$ cat src/rtl/buffer_controller_if.sv
// Handshake and status bundle between the stream endpoints and buffer_controller.
// The master side drives the streams; the slave side is the controller.
interface buffer_controller_if #(parameter int SIZE = 16);
  localparam int BIT = $clog2(SIZE);

  logic           start;
  logic           in_valid;
  logic           in_last;
  logic           in_ready;
  logic           out_ready;
  logic           out_valid;
  logic           ld;
  logic [BIT-1:0] write_add;
  logic [BIT-1:0] read_add;
  logic [BIT:0]   count;
  logic           full;
  logic           empty;
  logic           busy;
  logic           done;

  modport master (
    output start, in_valid, in_last, out_ready,
    input  in_ready, out_valid, ld, write_add, read_add, count, full, empty, busy, done
  );

  modport slave (
    input  start, in_valid, in_last, out_ready,
    output in_ready, out_valid, ld, write_add, read_add, count, full, empty, busy, done
  );
endinterface

$ cat src/rtl/buffer_controller.sv
// Pointer/occupancy sequencer for the circular Buffer: K-word writes, J-word reads,
// one stream framed as start -> last block -> drain -> done.
//
// state | meaning
// IDLE  | no stream; in_ready/out_valid low, waits for start
// RUN   | accepting K-word blocks and serving J-word reads
// DRAIN | last block seen; reads only until fewer than J words remain
module buffer_controller #(
  parameter int SIZE = 16,
  parameter int K    = 8,
  parameter int J    = 4
) (
  input logic                clk,
  input logic                rst,
  buffer_controller_if.slave bus
);
  localparam int BIT = $clog2(SIZE);
  localparam logic [BIT:0] SIZE_C = (BIT+1)'(SIZE);
  localparam logic [BIT:0] K_C    = (BIT+1)'(K);
  localparam logic [BIT:0] J_C    = (BIT+1)'(J);

  typedef enum logic [1:0] {IDLE, RUN, DRAIN} state_t;

  state_t         state;
  logic [BIT-1:0] wr_ptr;
  logic [BIT-1:0] rd_ptr;
  logic [BIT:0]   count;
  logic           full_q;
  logic           empty_q;
  logic           busy_q;

  logic           wr_hs;
  logic           rd_hs;
  logic           in_ready_c;
  logic           out_valid_c;
  logic           done_c;
  logic [BIT:0]   count_nxt;

  // Sum fits in BIT+1 bits because both operands are below 2^BIT; SIZE need not be a power of two.
  function automatic logic [BIT-1:0] ptr_adv(input logic [BIT-1:0] p, input logic [BIT:0] inc);
    logic [BIT:0] s;
    s = {1'b0, p} + inc;
    if (s >= SIZE_C) s = s - SIZE_C;
    return s[BIT-1:0];
  endfunction

  always_comb begin
    in_ready_c  = (state == RUN) && ((SIZE_C - count) >= K_C);
    out_valid_c = (state != IDLE) && (count >= J_C);
    wr_hs       = bus.in_valid && in_ready_c;
    rd_hs       = out_valid_c && bus.out_ready;
    done_c      = (state == DRAIN) && (count < J_C) && !rd_hs;
    count_nxt   = count + (wr_hs ? K_C : '0) - (rd_hs ? J_C : '0);
  end

  always_ff @(posedge clk or posedge rst) begin
    if (rst) begin
      state   <= IDLE;
      wr_ptr  <= '0;
      rd_ptr  <= '0;
      count   <= '0;
      full_q  <= 1'b0;
      empty_q <= 1'b1;
      busy_q  <= 1'b0;
    end else begin
      case (state)
        IDLE: begin
          if (bus.start) begin
            state   <= RUN;
            wr_ptr  <= '0;
            rd_ptr  <= '0;
            count   <= '0;
            full_q  <= 1'b0;
            empty_q <= 1'b1;
            busy_q  <= 1'b1;
          end
        end
        RUN, DRAIN: begin
          if (done_c) begin
            // Residual words short of a full read block are dropped here.
            state   <= IDLE;
            wr_ptr  <= '0;
            rd_ptr  <= '0;
            count   <= '0;
            full_q  <= 1'b0;
            empty_q <= 1'b1;
            busy_q  <= 1'b0;
          end else begin
            if (wr_hs) wr_ptr <= ptr_adv(wr_ptr, K_C);
            if (rd_hs) rd_ptr <= ptr_adv(rd_ptr, J_C);
            count   <= count_nxt;
            full_q  <= (count_nxt == SIZE_C);
            empty_q <= (count_nxt == '0);
            if (state == RUN && wr_hs && bus.in_last) state <= DRAIN;
          end
        end
        default: state <= IDLE;
      endcase
    end
  end

  assign bus.in_ready  = in_ready_c;
  assign bus.out_valid = out_valid_c;
  assign bus.ld        = wr_hs;
  assign bus.done      = done_c;
  assign bus.write_add = wr_ptr;
  assign bus.read_add  = rd_ptr;
  assign bus.count     = count;
  assign bus.full      = full_q;
  assign bus.empty     = empty_q;
  assign bus.busy      = busy_q;
endmodule
$ cat src/flat_wrapper.sv
// flat-port wrapper written by rule: the top's interface ports become plain ports
module buffer_controller_flat 
#(
  parameter int SIZE = 16,
  parameter int K    = 8,
  parameter int J    = 4
)
  (clk, rst, bus_start, bus_in_valid, bus_in_last, bus_out_ready, bus_in_ready, bus_out_valid, bus_ld, bus_write_add, bus_read_add, bus_count, bus_full, bus_empty, bus_busy, bus_done);
  buffer_controller_if #(.SIZE(SIZE)) bus_i ();
  input logic clk;
  input logic rst;
  input wire logic [$bits(bus_i.start)-1:0] bus_start;
  input wire logic [$bits(bus_i.in_valid)-1:0] bus_in_valid;
  input wire logic [$bits(bus_i.in_last)-1:0] bus_in_last;
  input wire logic [$bits(bus_i.out_ready)-1:0] bus_out_ready;
  output wire logic [$bits(bus_i.in_ready)-1:0] bus_in_ready;
  output wire logic [$bits(bus_i.out_valid)-1:0] bus_out_valid;
  output wire logic [$bits(bus_i.ld)-1:0] bus_ld;
  output wire logic [$bits(bus_i.write_add)-1:0] bus_write_add;
  output wire logic [$bits(bus_i.read_add)-1:0] bus_read_add;
  output wire logic [$bits(bus_i.count)-1:0] bus_count;
  output wire logic [$bits(bus_i.full)-1:0] bus_full;
  output wire logic [$bits(bus_i.empty)-1:0] bus_empty;
  output wire logic [$bits(bus_i.busy)-1:0] bus_busy;
  output wire logic [$bits(bus_i.done)-1:0] bus_done;
  assign bus_i.start = bus_start;
  assign bus_i.in_valid = bus_in_valid;
  assign bus_i.in_last = bus_in_last;
  assign bus_i.out_ready = bus_out_ready;
  assign bus_in_ready = bus_i.in_ready;
  assign bus_out_valid = bus_i.out_valid;
  assign bus_ld = bus_i.ld;
  assign bus_write_add = bus_i.write_add;
  assign bus_read_add = bus_i.read_add;
  assign bus_count = bus_i.count;
  assign bus_full = bus_i.full;
  assign bus_empty = bus_i.empty;
  assign bus_busy = bus_i.busy;
  assign bus_done = bus_i.done;
  buffer_controller #(.SIZE(SIZE), .K(K), .J(J)) u_core (.clk(clk), .rst(rst), .bus(bus_i));
endmodule
$ cat config.mk
export PLATFORM = sky130hd
export DESIGN_NAME = buffer_controller_flat
export DESIGN_NICKNAME = d
export VERILOG_FILES = /design/src/rtl/buffer_controller_if.sv /design/src/rtl/buffer_controller.sv /design/src/flat_wrapper.sv
export SDC_FILE = /design/constraint.sdc
export NUM_CORES = 1
export LEC_CHECK = 0
export BUFFER_PORTS_ARGS = -buffer_cell sky130_fd_sc_hd__buf_2
export CORE_MARGIN = 2
export CORE_UTILIZATION = 49
export DETAILED_ROUTE_END_ITERATION = 8
export GPL_ROUTABILITY_DRIVEN = 0
export PLACE_DENSITY = 0.76
export SYNTH_ARGS = -nofsm -noshare
export SYNTH_HDL_FRONTEND = slang
export SYNTH_SLANG_ARGS = --single-unit
$ cat constraint.sdc
create_clock -name clk -period 3.1 [get_ports clk]
set_input_delay 0.31 -clock clk [delete_from_list [all_inputs] [get_ports clk]]
set_output_delay 0.31 -clock clk [all_outputs]
set_load 0.01 [all_outputs]
==> metrics.cfg, run 1 <==
[die]
die_width_um=46.3
rows=15
start_util=0.513
io_pins=26
dieHeight_um=46.3
coreArea_sq_um=1710
dieArea_sq_um=2140

[finish]
layout.nets=132
final_util=0.580
diodes=0
num-fill-cells=169
synthToLayoutAreaGrowth_pct=13.1
stdcell_count=137
drive_gt1_frac=0.286

[detailed_routing]
ant_nets=0
drt-initial-drc-count=3
wl_mm=1.61
avgRoutedWirePerCell_um=11.7
firstDrtPassIters=4
vias=659
viasPerCell=4.81
drc_errors=0

[timing]
slew_viol_final=0
finalHoldViolCount=0
fin_crit_ps=2880
final-setup-viol-count=0
fmax_mhz=347
period_share=0.929
fin_worst_skew_ps=1.42
setup_tns_ps=0
rsz0062_at_grt=no

[clocking]
post_cts_resized=0
root_buffer=clkbuf_4
clkTransAtPathRegs_ps=80
clock_latency_ps=270
cts_setup_buffers=0
cts_hold_buf=0
tritoncts=built
clock_sinks=11
cts_buffers=3
ctsHtreeMaxLevel=1
cts_buffer_depth=2

[setup_path]
critical-path-max-stage-delay_ps=570
rr_startpoint=u_core.bus.count[3]$_DFFE_PP0P_
path_cells=inv_1 -> ha_1 -> or4_2 -> nand2_1 -> ha_1 -> inv_1 -> fa_1 -> xor2_1 -> xnor2_1 -> o21ai_0 -> mux2_2
path_class=flip-flop to flip-flop
cp.required_ps=3300
cp_max_fo=5
end_kind=flip-flop
critPathTopFamily=adder cells
crit_arrival_ps=3080
slowest_stage=or4_2
reg2reg_depth=11
setup.worst_path.start_class=flip-flop
r2r_slack_ps=220
path_buf_inv=2
rr_endpoint=u_core.bus.empty$_DFFE_PP1P_

[power_and_ir_drop]
p_seq_frac=0.229
clock_power_share=0.090
p_per_area_nw_per_um2=1130
switching_power_uw=527
vdd_drop_max_uv=510
p_leak_uw=0.000504
combPwrFrac=0.680
p_sw_frac=0.469
intPower_uw=596

[grt]
grt_pass1_wl_mm=2.74
grt_use_total=0.177
grt_max_degree=12
globalRoute.totalOverflow=0
antenna_found_initial=0
grt_pass1_vias=643

[synth]
synthCells=92
ys_seq_area_frac=0.316
yosysMostFrequentCell=ha_1
synth-seq-cells=11
synth_cell_types=32
synth_top_area_share=0.286
avgSynthCellArea_sq_um=9.52
synth_area_sq_um=876
yosysWarnings=0
synth_common_cells=ha_1, inv_1, dfrtp_1, buf_4
synthTopCellsByArea=dfrtp_1, ha_1, buf_4
ys.flop_type=dfrtp_1
synth_edf_count=0
async_flop_share=1.00
yosys.area.top_type=dfrtp_1

[hold_path]
hold_path.class=input port to asynchronous set/reset pin

[outcome]
status=finished clean

[place]
portBuffers=18
dp.cells=133
dp_hpwl_mm=1.29

[flow_run]
cap_violations=0

[cells by family after synthesis]
group                      synth area share
and+or+nand+nor                       0.154
muxes                                0.0414
buffers and inverters                 0.111
AOI/OAI and AO/OA                     0.149
xor gates and xnor gates             0.0300
DFF                                   0.316
adders and majority gates             0.194
other                               0.00428
[layer usage]
metal  GRT usage  share of wire  vias up  routed length [um]
met3      0.0275          0.024        2                  38
met1       0.233           0.47      307                 763
met2       0.289           0.49       16                 791
li1            -              -      334                   -
met4      0.0629         0.0081        0                  13
met5           0              0        -                   0
[final cells by class]
cell class	count	area, sq um	share of cell area
Clock buffer	3	22.5	0.0227
Multi-Input combinational cell	68	524	0.529
Tap cell	25	31.3	0.0316
Sequential cell	11	277	0.279
Clock inverter	1	5.00	0.00505
Inverter	11	41.3	0.0417
Timing Repair Buffer	18	90.1	0.0909
[per-stage QoR]
stage / power (uW) / hold WS, ps / setup slack [ps] / area, sq um
floorplan: 848 / 162 / 342 / 898
detailed placement: 1020 / 342 / 239 / 963
finish: 1120 / 29.9 / 219 / 991
global route: 1270 / 43.5 / 45.1 / 991
CTS: 1140 / 40.2 / 220 / 991
global placement: 998 / 328 / 319 / 963
[sequential cells by signal, summed over array words and instances (netlist names)]
register,flops
u_core.bus.read_add,2
u_core.bus.write_add,1
u_core.bus.busy,1
u_core.state,2
u_core.bus.count,3
u_core.bus.empty,1
u_core.bus.full,1
[worst max-delay path by stage]
stage                                                from                      endpoint  slack, ps  cells after the start
final                     u_core.bus.count[3]$_DFFE_PP0P_  u_core.bus.empty$_DFFE_PP1P_        220                     11
after global routing      u_core.bus.count[3]$_DFFE_PP0P_  u_core.bus.empty$_DFFE_PP1P_         50                     11
after CTS                 u_core.bus.count[3]$_DFFE_PP0P_  u_core.bus.empty$_DFFE_PP1P_        220                     11
after floorplan           u_core.bus.count[2]$_DFFE_PP0P_  u_core.bus.empty$_DFFE_PP1P_        340                     11
after detailed placement  u_core.bus.count[3]$_DFFE_PP0P_  u_core.bus.empty$_DFFE_PP1P_        240                     11
after global placement    u_core.bus.count[3]$_DFFE_PP0P_  u_core.bus.empty$_DFFE_PP1P_        320                     11
[cells in the final DEF, fill, tap and decap left out]
cell,netlist,final
o21ai_2,1,1
mux2i_1,1,1
o21a_1,1,1
inv_1,11,11
nor2b_1,5,5
or3_2,2,2
or4b_4,1,1
a21oi_1,4,4
buf_2,0,18
clkbuf_4,0,3
dfrtp_1,10,10
nand2_1,6,6
nand3_1,3,3
dfstp_2,1,1
o22ai_1,1,1
xnor2_1,2,2
o31ai_1,2,2
nor2_1,2,2
clkinv_2,0,1
a21boi_0,1,1
fa_1,1,1
o21ai_4,1,1
or4_2,1,1
ha_1,12,12
a22o_1,1,1
nand2b_1,2,2
and3b_1,1,1
o21ai_0,6,6
mux2_4,1,1
mux2_2,1,1
xor2_1,1,1
conb_1,1,7
a22o_2,1,1
[power by group through the flow]
| stage | logic, uW | clock network (uW) | registers (uW) |
|---|---|---|---|
| floorplan | 581 | 0 | 267 |
| global placement | 740 | 0 | 258 |
| detailed placement | 765 | 0 | 260 |
| CTS | 771 | 107 | 257 |
| global route | 889 | 115 | 266 |
| finish | 764 | 101 | 258 |
Power figures use the tool's default switching activity.
==> inputs of run 2 (changes only) <==
- CELL_PAD_IN_SITES_DETAIL_PLACEMENT: not set -> 0
- CELL_PAD_IN_SITES_GLOBAL_PLACEMENT: not set -> 1
- CORE_UTILIZATION: 49 -> 37
- GPL_TIMING_DRIVEN: not set -> 0
- PLACE_DENSITY: 0.76 -> not set
- PLACE_DENSITY_LB_ADDON: not set -> 0.1
- SKIP_LAST_GASP: not set -> 1
==> metrics.cfg, run 2 (synthesis gave the netlist of run 1 again) <==
[power_and_ir_drop]
p_seq_frac=0.225
p_sw_frac=0.463
clock_power_share=0.088
power_uw=1130
p_per_area_nw_per_um2=1070
intPower_uw=609
combPwrFrac=0.687
vdd_drop_max_uv=491
switching_power_uw=525
p_leak_uw=0.000546

[place]
portBuffers=18
place_area_sq_um=1020
pre_cts_ws_ps=202
dp_hpwl_mm=1.32

[detailed_routing]
vias=671
top_layer=met4
avgRoutedWirePerCell_um=10.9
drc_errors=0
viasPerCell=4.50
wl_met3_um=70
wl_mm=1.62
drt-initial-drc-count=2
wl_met1_um=798
dr_wl_met2_um=718
ant_nets=0
firstDrtPassIters=2

[finish]
regMostFlops=u_core.bus.count
largest_reg_flops=3
synthToLayoutAreaGrowth_pct=21.1
diodes=0
mostFrequentLayoutCell=buf_2
final_cell_area_sq_um=1060
layout.nets=141
final_cell_mix=buf_2, ha_1, inv_1
drive_gt1_frac=0.331

[die]
rows=17
start_util=0.392
dieArea_sq_um=2770
io_pins=26
die_width_um=52.7
coreArea_sq_um=2230
dieHeight_um=52.7

[clocking]
ctsHtreeMaxLevel=1
root_buffer=clkbuf_4
tritoncts=built
clock_sinks=11
clock_latency_ps=270
cts_buffers=3
cts_buffer_depth=2
cts_hold_buf=0
clkTransAtPathRegs_ps=70

[grt]
grt_pass1_vias=630
grt_max_degree=12
antenna_found_initial=0
grt_use_total=0.141
globalRoute.totalOverflow=0
grt_pass1_wl_mm=2.78

[timing]
layout_setup_ws_ps=235
fmax_mhz=349
setup_tns_ps=0
period_share=0.924
slew_viol_final=0
holdWs_ps=24.6
rsz0062_at_grt=no
fin_crit_ps=2870
finalHoldViolCount=0
fin_worst_skew_ps=1.81
final-setup-viol-count=0

[setup_path]
path_class=flip-flop to flip-flop
setup.worst_path.start_class=flip-flop
slowest_stage=or4_2
end_kind=flip-flop
cp.required_ps=3300
crit_arrival_ps=3070
path_cells=inv_1 -> ha_1 -> or4_2 -> nand2_1 -> ha_1 -> inv_1 -> fa_1 -> xor2_1 -> xnor2_1 -> o21ai_0 -> mux2_2
critical-path-max-stage-delay_ps=580
cp_max_fo=4

[outcome]
status=finished clean

[flow_run]
cap_violations=0

[hold_path]
hold_path.class=input port to asynchronous set/reset pin

[run 2: cell count changes in the layout (fill, tap and decap cells not counted)]
cell / previous run / this run
clkinv_2: 1 / 0
clkbuf_1: 0 / 2
a21oi_1: 4 / 3
buf_4: 0 / 8
a21oi_2: 0 / 1
[run 2: metrics by stage]
step / std cells / util
floorplan: 98 / -
global placement: 144 / 0.458
detailed placement: 144 / 0.458
CTS: 148 / 0.470
global route: 149 / 0.475
finish: 149 / 0.475
[run 2: final timing paths]
| check | from | cells past startpoint | endpoint | slack [ps] |
|---|---|---|---|---|
| setup / recovery | u_core.bus.count[3]$_DFFE_PP0P_ | 11 | u_core.bus.empty$_DFFE_PP1P_ | 230 |
| hold / removal | rst | 2 | u_core.bus.count[3]$_DFFE_PP0P_ | 20 |
| setup reg to reg | u_core.bus.count[3]$_DFFE_PP0P_ | 11 | u_core.bus.empty$_DFFE_PP1P_ | 230 |
| hold reg to reg | u_core.bus.full$_DFFE_PP0P_ | 2 | u_core.bus.full$_DFFE_PP0P_ | 480 |
| max in group asynchronous | rst | 2 | u_core.bus.empty$_DFFE_PP1P_ | 2740 |
| min in group clk | u_core.bus.full$_DFFE_PP0P_ | 2 | u_core.bus.full$_DFFE_PP0P_ | 480 |
[run 2: layer usage]
| layer | global-route usage | vias up |
|---|---|---|
| li1 | - | 353 |
| met1 | 0.189 | 298 |
| met2 | 0.210 | 16 |
| met3 | 0.0257 | 4 |
| met4 | 0.0769 | 0 |
| met5 | 0 | - |
[run 2: worst max-delay path: cells and delay by family (launching register included)]
kind,cells,cell delay (ps)
buffers and inverters,2,190
AO/OA/AOI/OAI,1,90
flip-flops,1,400
AND/OR/NAND/NOR,2,730
XOR/XNOR,2,330
multiplexers,1,270
adder cells (fa/ha/maj),3,790
[run 2: layout make-up]
type | count | area, sq um
Fill cell | 234 | 1170
Clock buffer | 4 | 26.3
Multi-Input combinational cell | 68 | 528
Timing Repair Buffer | 19 | 97.6
Sequential cell | 11 | 277
Buffer | 8 | 56.3
Tap cell | 28 | 35.0
Inverter | 11 | 41.3
[run 2: power by group through the flow]
stage,Clock (uW),Sequential (uW),Combinational (uW)
6_report,99.8,256,779
5_1_grt,112,267,913
2_1_floorplan,0,267,581
4_1_cts,103,258,781
3_5_place_dp,0,261,777
3_3_place_gp,0,259,771
[run 2: what timing repair did]
action / in CTS / in global routing
endpoints found under the setup margin: 0 / 1
buffers inserted: 0 / 1
resized for setup: 0 / 1
